### config.mk
export PLATFORM = sky130hd
export DESIGN_NAME = lcd_timing_ctrl
export DESIGN_NICKNAME = d
export VERILOG_FILES = /design/src/rtl/lcd_timing_ctrl_pkg.sv /design/src/rtl/lcd_timing_ctrl_stat_irq.sv /design/src/rtl/lcd_timing_ctrl.sv
export SDC_FILE = /design/constraint.sdc
export NUM_CORES = 1
export LEC_CHECK = 0
export CAP_MARGIN = 30
export CORE_UTILIZATION = 65
export CTS_BUF_LIST = sky130_fd_sc_hd__clkbuf_8
export DETAILED_ROUTE_END_ITERATION = 12
export DONT_BUFFER_PORTS = 1
export GPL_TIMING_DRIVEN = 0
export PLACE_DENSITY = 0.83
export SKIP_LAST_GASP = 1
export SLEW_MARGIN = 20
export SYNTH_ARGS = -nofsm -noshare
export SYNTH_HDL_FRONTEND = slang
export SYNTH_SLANG_ARGS = --single-unit
### constraint.sdc
create_clock -name clk -period 4.8 [get_ports clk]
set_input_delay 0.72 -clock clk [delete_from_list [all_inputs] [get_ports clk]]
set_output_delay 0.72 -clock clk [all_outputs]
set_load 0.01 [all_outputs]
### src/rtl/lcd_timing_ctrl_pkg.sv
// Shared video types: LCD mode encoding, default frame timing and counter widths.
package video_types;

    typedef enum logic [1:0] {
        HBLANK   = 2'd0,
        VBLANK   = 2'd1,
        OAM_SCAN = 2'd2,
        XFER     = 2'd3
    } LcdMode;

    localparam int unsigned LCD_DOTS_PER_LINE = 456;
    localparam int unsigned LCD_OAM_DOTS      = 80;
    localparam int unsigned LCD_XFER_DOTS     = 172;
    localparam int unsigned LCD_VISIBLE_LINES = 144;
    localparam int unsigned LCD_TOTAL_LINES   = 154;
    localparam int unsigned LCD_LINES_BITS    = 8;
    localparam int unsigned LCD_DOTS_BITS     = 9;

    // Mode of a given (line, dot) position; the bounds are the first dot/line past each region.
    function automatic LcdMode lcd_mode_of(
        input logic [LCD_DOTS_BITS-1:0]  dot,
        input logic [LCD_LINES_BITS-1:0] ly,
        input logic [LCD_DOTS_BITS-1:0]  oam_end,
        input logic [LCD_DOTS_BITS-1:0]  xfer_end,
        input logic [LCD_LINES_BITS-1:0] vis_end
    );
        LcdMode m;
        if (ly >= vis_end) begin
            m = VBLANK;
        end else if (dot < oam_end) begin
            m = OAM_SCAN;
        end else if (dot < xfer_end) begin
            m = XFER;
        end else begin
            m = HBLANK;
        end
        return m;
    endfunction

endpackage

### src/rtl/lcd_timing_ctrl_stat_irq.sv
// STAT interrupt source combiner with rising-edge detection of the combined STAT line.
module lcd_stat_irq
    import video_types::*;
(
    input  logic       clk_i,
    input  logic       rst_i,
    input  logic       sample_i,
    input  logic       fire_i,
    input  logic [3:0] stat_ie_i,
    input  logic       coincidence_i,
    input  LcdMode     mode_i,
    output logic       irq_o
);

    logic stat_line;
    logic line_q;
    logic irq_q;

    always_comb begin
        stat_line = (stat_ie_i[3] & coincidence_i)
                  | (stat_ie_i[2] & (mode_i == OAM_SCAN))
                  | (stat_ie_i[1] & (mode_i == VBLANK))
                  | (stat_ie_i[0] & (mode_i == HBLANK));
    end

    // History only moves on sampling cycles so an edge seen while dots are gated is not lost.
    always_ff @(posedge clk_i) begin
        if (rst_i) begin
            line_q <= 1'b0;
            irq_q  <= 1'b0;
        end else begin
            if (sample_i) begin
                line_q <= stat_line;
            end
            irq_q <= fire_i & stat_line & ~line_q;
        end
    end

    assign irq_o = irq_q;

endmodule

### src/rtl/lcd_timing_ctrl.sv
// LCD dot/line sequencer: LY, STAT mode, coincidence, draw/VBlank/frame strobes and bus busy flags.
// Optional STAT interrupt logic is built when LCD_STAT_IRQ_EN is defined.
module lcd_timing_ctrl
    import video_types::*;
#(
    parameter int unsigned DOTS_PER_LINE = LCD_DOTS_PER_LINE,
    parameter int unsigned OAM_DOTS      = LCD_OAM_DOTS,
    parameter int unsigned XFER_DOTS     = LCD_XFER_DOTS,
    parameter int unsigned VISIBLE_LINES = LCD_VISIBLE_LINES,
    parameter int unsigned TOTAL_LINES   = LCD_TOTAL_LINES
) (
    input  logic                      clk,
    input  logic                      reset,
    input  logic                      dot_en,
    input  logic                      lcd_en,
    input  logic [7:0]                lyc,
    input  logic [3:0]                stat_ie,
    output logic [LCD_LINES_BITS-1:0] ly,
    output logic [1:0]                mode,
    output logic                      coincidence,
    output logic                      drawline,
    output logic                      frame_done,
    output logic                      vblank_irq,
    output logic                      stat_irq,
    output logic                      vram_busy,
    output logic                      oam_busy
);

    localparam logic [LCD_DOTS_BITS-1:0]  DotLast  = LCD_DOTS_BITS'(DOTS_PER_LINE - 1);
    localparam logic [LCD_DOTS_BITS-1:0]  OamEnd   = LCD_DOTS_BITS'(OAM_DOTS);
    localparam logic [LCD_DOTS_BITS-1:0]  XferEnd  = LCD_DOTS_BITS'(OAM_DOTS + XFER_DOTS);
    localparam logic [LCD_DOTS_BITS-1:0]  XferLast = LCD_DOTS_BITS'(OAM_DOTS + XFER_DOTS - 1);
    localparam logic [LCD_LINES_BITS-1:0] VisEnd   = LCD_LINES_BITS'(VISIBLE_LINES);
    localparam logic [LCD_LINES_BITS-1:0] VisLast  = LCD_LINES_BITS'(VISIBLE_LINES - 1);
    localparam logic [LCD_LINES_BITS-1:0] LineLast = LCD_LINES_BITS'(TOTAL_LINES - 1);

    logic [LCD_DOTS_BITS-1:0]  dot_q, dot_d;
    logic [LCD_LINES_BITS-1:0] ly_q, ly_d;
    LcdMode                    mode_q, mode_d;
    logic                      draw_q, draw_d;
    logic                      vblank_q, vblank_d;
    logic                      frame_q, frame_d;
    logic                      oam_busy_q, vram_busy_q;
    logic                      coinc_q;
    logic                      last_dot;
    logic                      last_line;

    always_comb begin
        dot_d     = dot_q;
        ly_d      = ly_q;
        mode_d    = mode_q;
        draw_d    = 1'b0;
        vblank_d  = 1'b0;
        frame_d   = 1'b0;
        last_dot  = (dot_q == DotLast);
        last_line = (ly_q == LineLast);

        if (reset || !lcd_en) begin
            dot_d  = '0;
            ly_d   = '0;
            mode_d = HBLANK;
        end else if (dot_en) begin
            if (last_dot) begin
                dot_d = '0;
                ly_d  = last_line ? '0 : ly_q + 8'd1;
            end else begin
                dot_d = dot_q + 9'd1;
            end
            mode_d   = lcd_mode_of(dot_d, ly_d, OamEnd, XferEnd, VisEnd);
            draw_d   = (dot_q == XferLast) && (ly_q < VisEnd);
            vblank_d = last_dot && (ly_q == VisLast);
            frame_d  = last_dot && last_line;
        end
    end

    always_ff @(posedge clk) begin
        if (reset) begin
            dot_q       <= '0;
            ly_q        <= '0;
            mode_q      <= HBLANK;
            draw_q      <= 1'b0;
            vblank_q    <= 1'b0;
            frame_q     <= 1'b0;
            oam_busy_q  <= 1'b0;
            vram_busy_q <= 1'b0;
        end else begin
            dot_q       <= dot_d;
            ly_q        <= ly_d;
            mode_q      <= mode_d;
            draw_q      <= draw_d;
            vblank_q    <= vblank_d;
            frame_q     <= frame_d;
            oam_busy_q  <= (mode_d == OAM_SCAN) || (mode_d == XFER);
            vram_busy_q <= (mode_d == XFER);
        end
    end

    // Coincidence tracks the freshly updated line every cycle, even while dots are gated.
    always_ff @(posedge clk) begin
        coinc_q <= (ly_d == lyc);
    end

    assign ly          = ly_q;
    assign mode        = mode_q;
    assign coincidence = coinc_q;
    assign drawline    = draw_q;
    assign vblank_irq  = vblank_q;
    assign frame_done  = frame_q;
    assign oam_busy    = oam_busy_q;
    assign vram_busy   = vram_busy_q;

`ifdef LCD_STAT_IRQ_EN
    lcd_stat_irq u_stat_irq (
        .clk_i         (clk),
        .rst_i         (reset),
        .sample_i      (dot_en | ~lcd_en),
        .fire_i        (dot_en & lcd_en),
        .stat_ie_i     (stat_ie),
        .coincidence_i (coinc_q),
        .mode_i        (mode_q),
        .irq_o         (stat_irq)
    );
`else
    logic unused_stat_ie;
    assign unused_stat_ie = ^stat_ie;
    assign stat_irq       = 1'b0;
`endif

endmodule

==> impl_metrics.toml <==
[final_layout]
fin_util = 0.744
drive_above_1_share = 0.0574
fillCellCount = 215
stdcell_area_mm2 = 0.00191
final_cell_mix = "25 x dfxtp_1, 23 x nor2_1, 18 x nand2_1"
antenna_cells = 0
multi_input_area_mm2 = 0.00123
area.sequential_um2 = 500
nNetsFinal = 265
layout_commonest_cell = "dfxtp_1"
synthToLayoutAreaGrowth_pct = 4.52

[global_routing]
grt_pass1_wl_um = 7310
antenna_found_initial = 0
grt_max_degree = 14
grt_usage = 0.338
grt_pass1_vias = 1550
gr-total-overflow = 0

[clock_network]
cts-buffers-inserted = 3
cts_tree = "done"
path_clk_slew_ns = 0.09
cts_root_buffer = "clkbuf_8"
cts_hold_repair.buffers = 0
clockBufferDepth = 2
cts_max_level = 1
cts_setup_buffers = 0
cts_resized = 0
worstSkewPairLatency_ns = 0.27
cts_sinks = 25

[route]
num_vias = 1885
wire_per_inst_um = 17.0
drt-initial-drc-count = 131
totalWireLength_um = 4660
drc = 0
drt_first_pass_iters = 4
ant_nets = 0
vias_per_cell = 6.88

[placed_design]
io_buffers = 0
hpwl_um = 3480
postPlaceCellArea_mm2 = 0.00186
place.gp.congestion = 0.956

[critical_path]
worstSetupPathType = "reg2reg"
cp-end-kind = "register"
required_ns = 5.01
path_max_fanout = 7
startpoint_type = "register"
cp.arrival_ns = 2.95
rrSetupSlack_ns = 2.05
crit_end = "coincidence"
r2r_end = "coincidence"
worstReg2RegStart = "dot_q[0]"
ff2ff_path_depth = 7
critPathLaunch = "dot_q[0]"

[timing]
rsz0062_at_grt = "no"
slew_headroom = 0.634
max_freq_mhz = 364
worst_slew_pin_slew_ns = 0.548
skew_ns = 0.00572
hold_viol = 0
finalSetupViolCount = 0
fin_crit_sh = 0.572
min_period_ns = 2.75
finalMaxSlewViolations = 0
fin_setup_tns_ns = 0

[power_and_ir_drop]
p_int_uw = 277
p_seq_frac = 0.584
leakage_uw = 0.000580
power_density_mw_per_mm2 = 190
comb_power_share = 0.074
p_clk_frac = 0.342
ir_drop_mv = 0.248
total_power_uw = 364
p_switching_uw = 86.3
p_sw_frac = 0.237

[logic_synthesis]
syn-num-nets = 260
synth_edf_count = 0
avgSynthCellArea_um2 = 7.61
ys_types = 57
ys_seq_elements = 25
syn-cell-area_mm2 = 0.00183
synthFlopType = "dfxtp_1"
syn_inst = 240
synth_warnings = 0
async_flop_share = 0
yosysSeqAreaShare = 0.274

[floorplanning]
core-area_mm2 = 0.00257
start_util = 0.712
dieHeight_um = 55.0
die_x_um = 55.0
rows = 18
die_area_mm2 = 0.00303
io_pins = 33

[outcome]
status = "finished clean"

[hold_path]
hold_depth = 2
hold_class = "reg2reg"

[run]
cap_violations = 0
-- state kept, by name, summed over array words and instances, names as in the netlist --
name and flops:
vram_busy 1, ly 8, coincidence 1, frame_done 1, oam_busy 1, mode 2
drawline 1, dot_q 9, vblank_irq 1
-- through the flow --
step / hold WS [ns] / setup slack, ns / std cells
4_1_cts: 0.559 / 2.09 / 274
2_1_floorplan: 0.503 / 2.33 / 240
3_5_place_dp: 0.547 / 2.11 / 270
5_1_grt: 0.594 / 1.91 / 274
3_3_place_gp: 0.526 / 2.14 / 270
6_report: 0.556 / 2.05 / 274
-- worst min path at each step --
stage               endpoint  slack (ns)  startpoint
finish              dot_q[1]        0.56    dot_q[1]
global route        dot_q[1]        0.59    dot_q[1]
CTS                 dot_q[1]        0.56    dot_q[1]
detailed placement  dot_q[1]        0.55    dot_q[1]
global placement    dot_q[1]        0.53    dot_q[1]
floorplan           dot_q[1]        0.50    dot_q[1]
-- power by group through the flow --
| stage | logic, uW | clock network, uW | registers, uW |
|---|---|---|---|
| 2_1_floorplan | 20.8 | 0 | 217 |
| 3_3_place_gp | 25.7 | 0 | 217 |
| 3_5_place_dp | 26.2 | 0 | 217 |
| 4_1_cts | 26.2 | 127 | 212 |
| 5_1_grt | 29.9 | 134 | 213 |
| 6_report | 27.0 | 124 | 212 |
-- synth_stat cells (6+ instances only) --
master    instances  share of area
dfxtp_1          25           0.27
inv_1             6          0.012
nand2_1          18          0.037
o21ai_0          12          0.033
clkbuf_1         15          0.031
nor2_1           23          0.047
a21oi_1          15          0.041
nand3_1          10          0.027
nand4_1           6          0.021
nand2b_1          8          0.027
nor3_1           11          0.030
-- worst max-delay path, cell delays in order (launching register included) --
cell and delay [ns]:
dfxtp_1 0.46, ha_1 0.32, nand3_1 0.24, or3_4 0.48
or4_1 0.50, a2111oi_2 0.34, o2111ai_1 0.21, nor3_2 0.14
-- layer usage --
metal,track usage,up-vias,share of wire
met2,0.524,111,0.43
li1,-,915,-
met3,0.0546,9,0.11
met5,0,-,0
met1,0.484,850,0.45
met4,0.0833,0,0.012
-- cell families after synthesis --
family,synth area share
and+or+nand+nor,0.336
AOI/OAI and AO/OA,0.235
DFF,0.274
buffers and inverters,0.0520
xor gates and xnor gates,0.0336
muxes,0.0397
adders and majority gates,0.0274
other,0.00205
-- area by class of cell --
class                           count  share of cell area
Clock inverter                      1             0.00197
Multi-Input combinational cell    191               0.645
Tap cell                           30              0.0197
Buffer                             18              0.0380
Inverter                            6              0.0118
Sequential cell                    25               0.262
Clock buffer                        3              0.0216
Note: power is estimated with default switching activity, not from simulation.
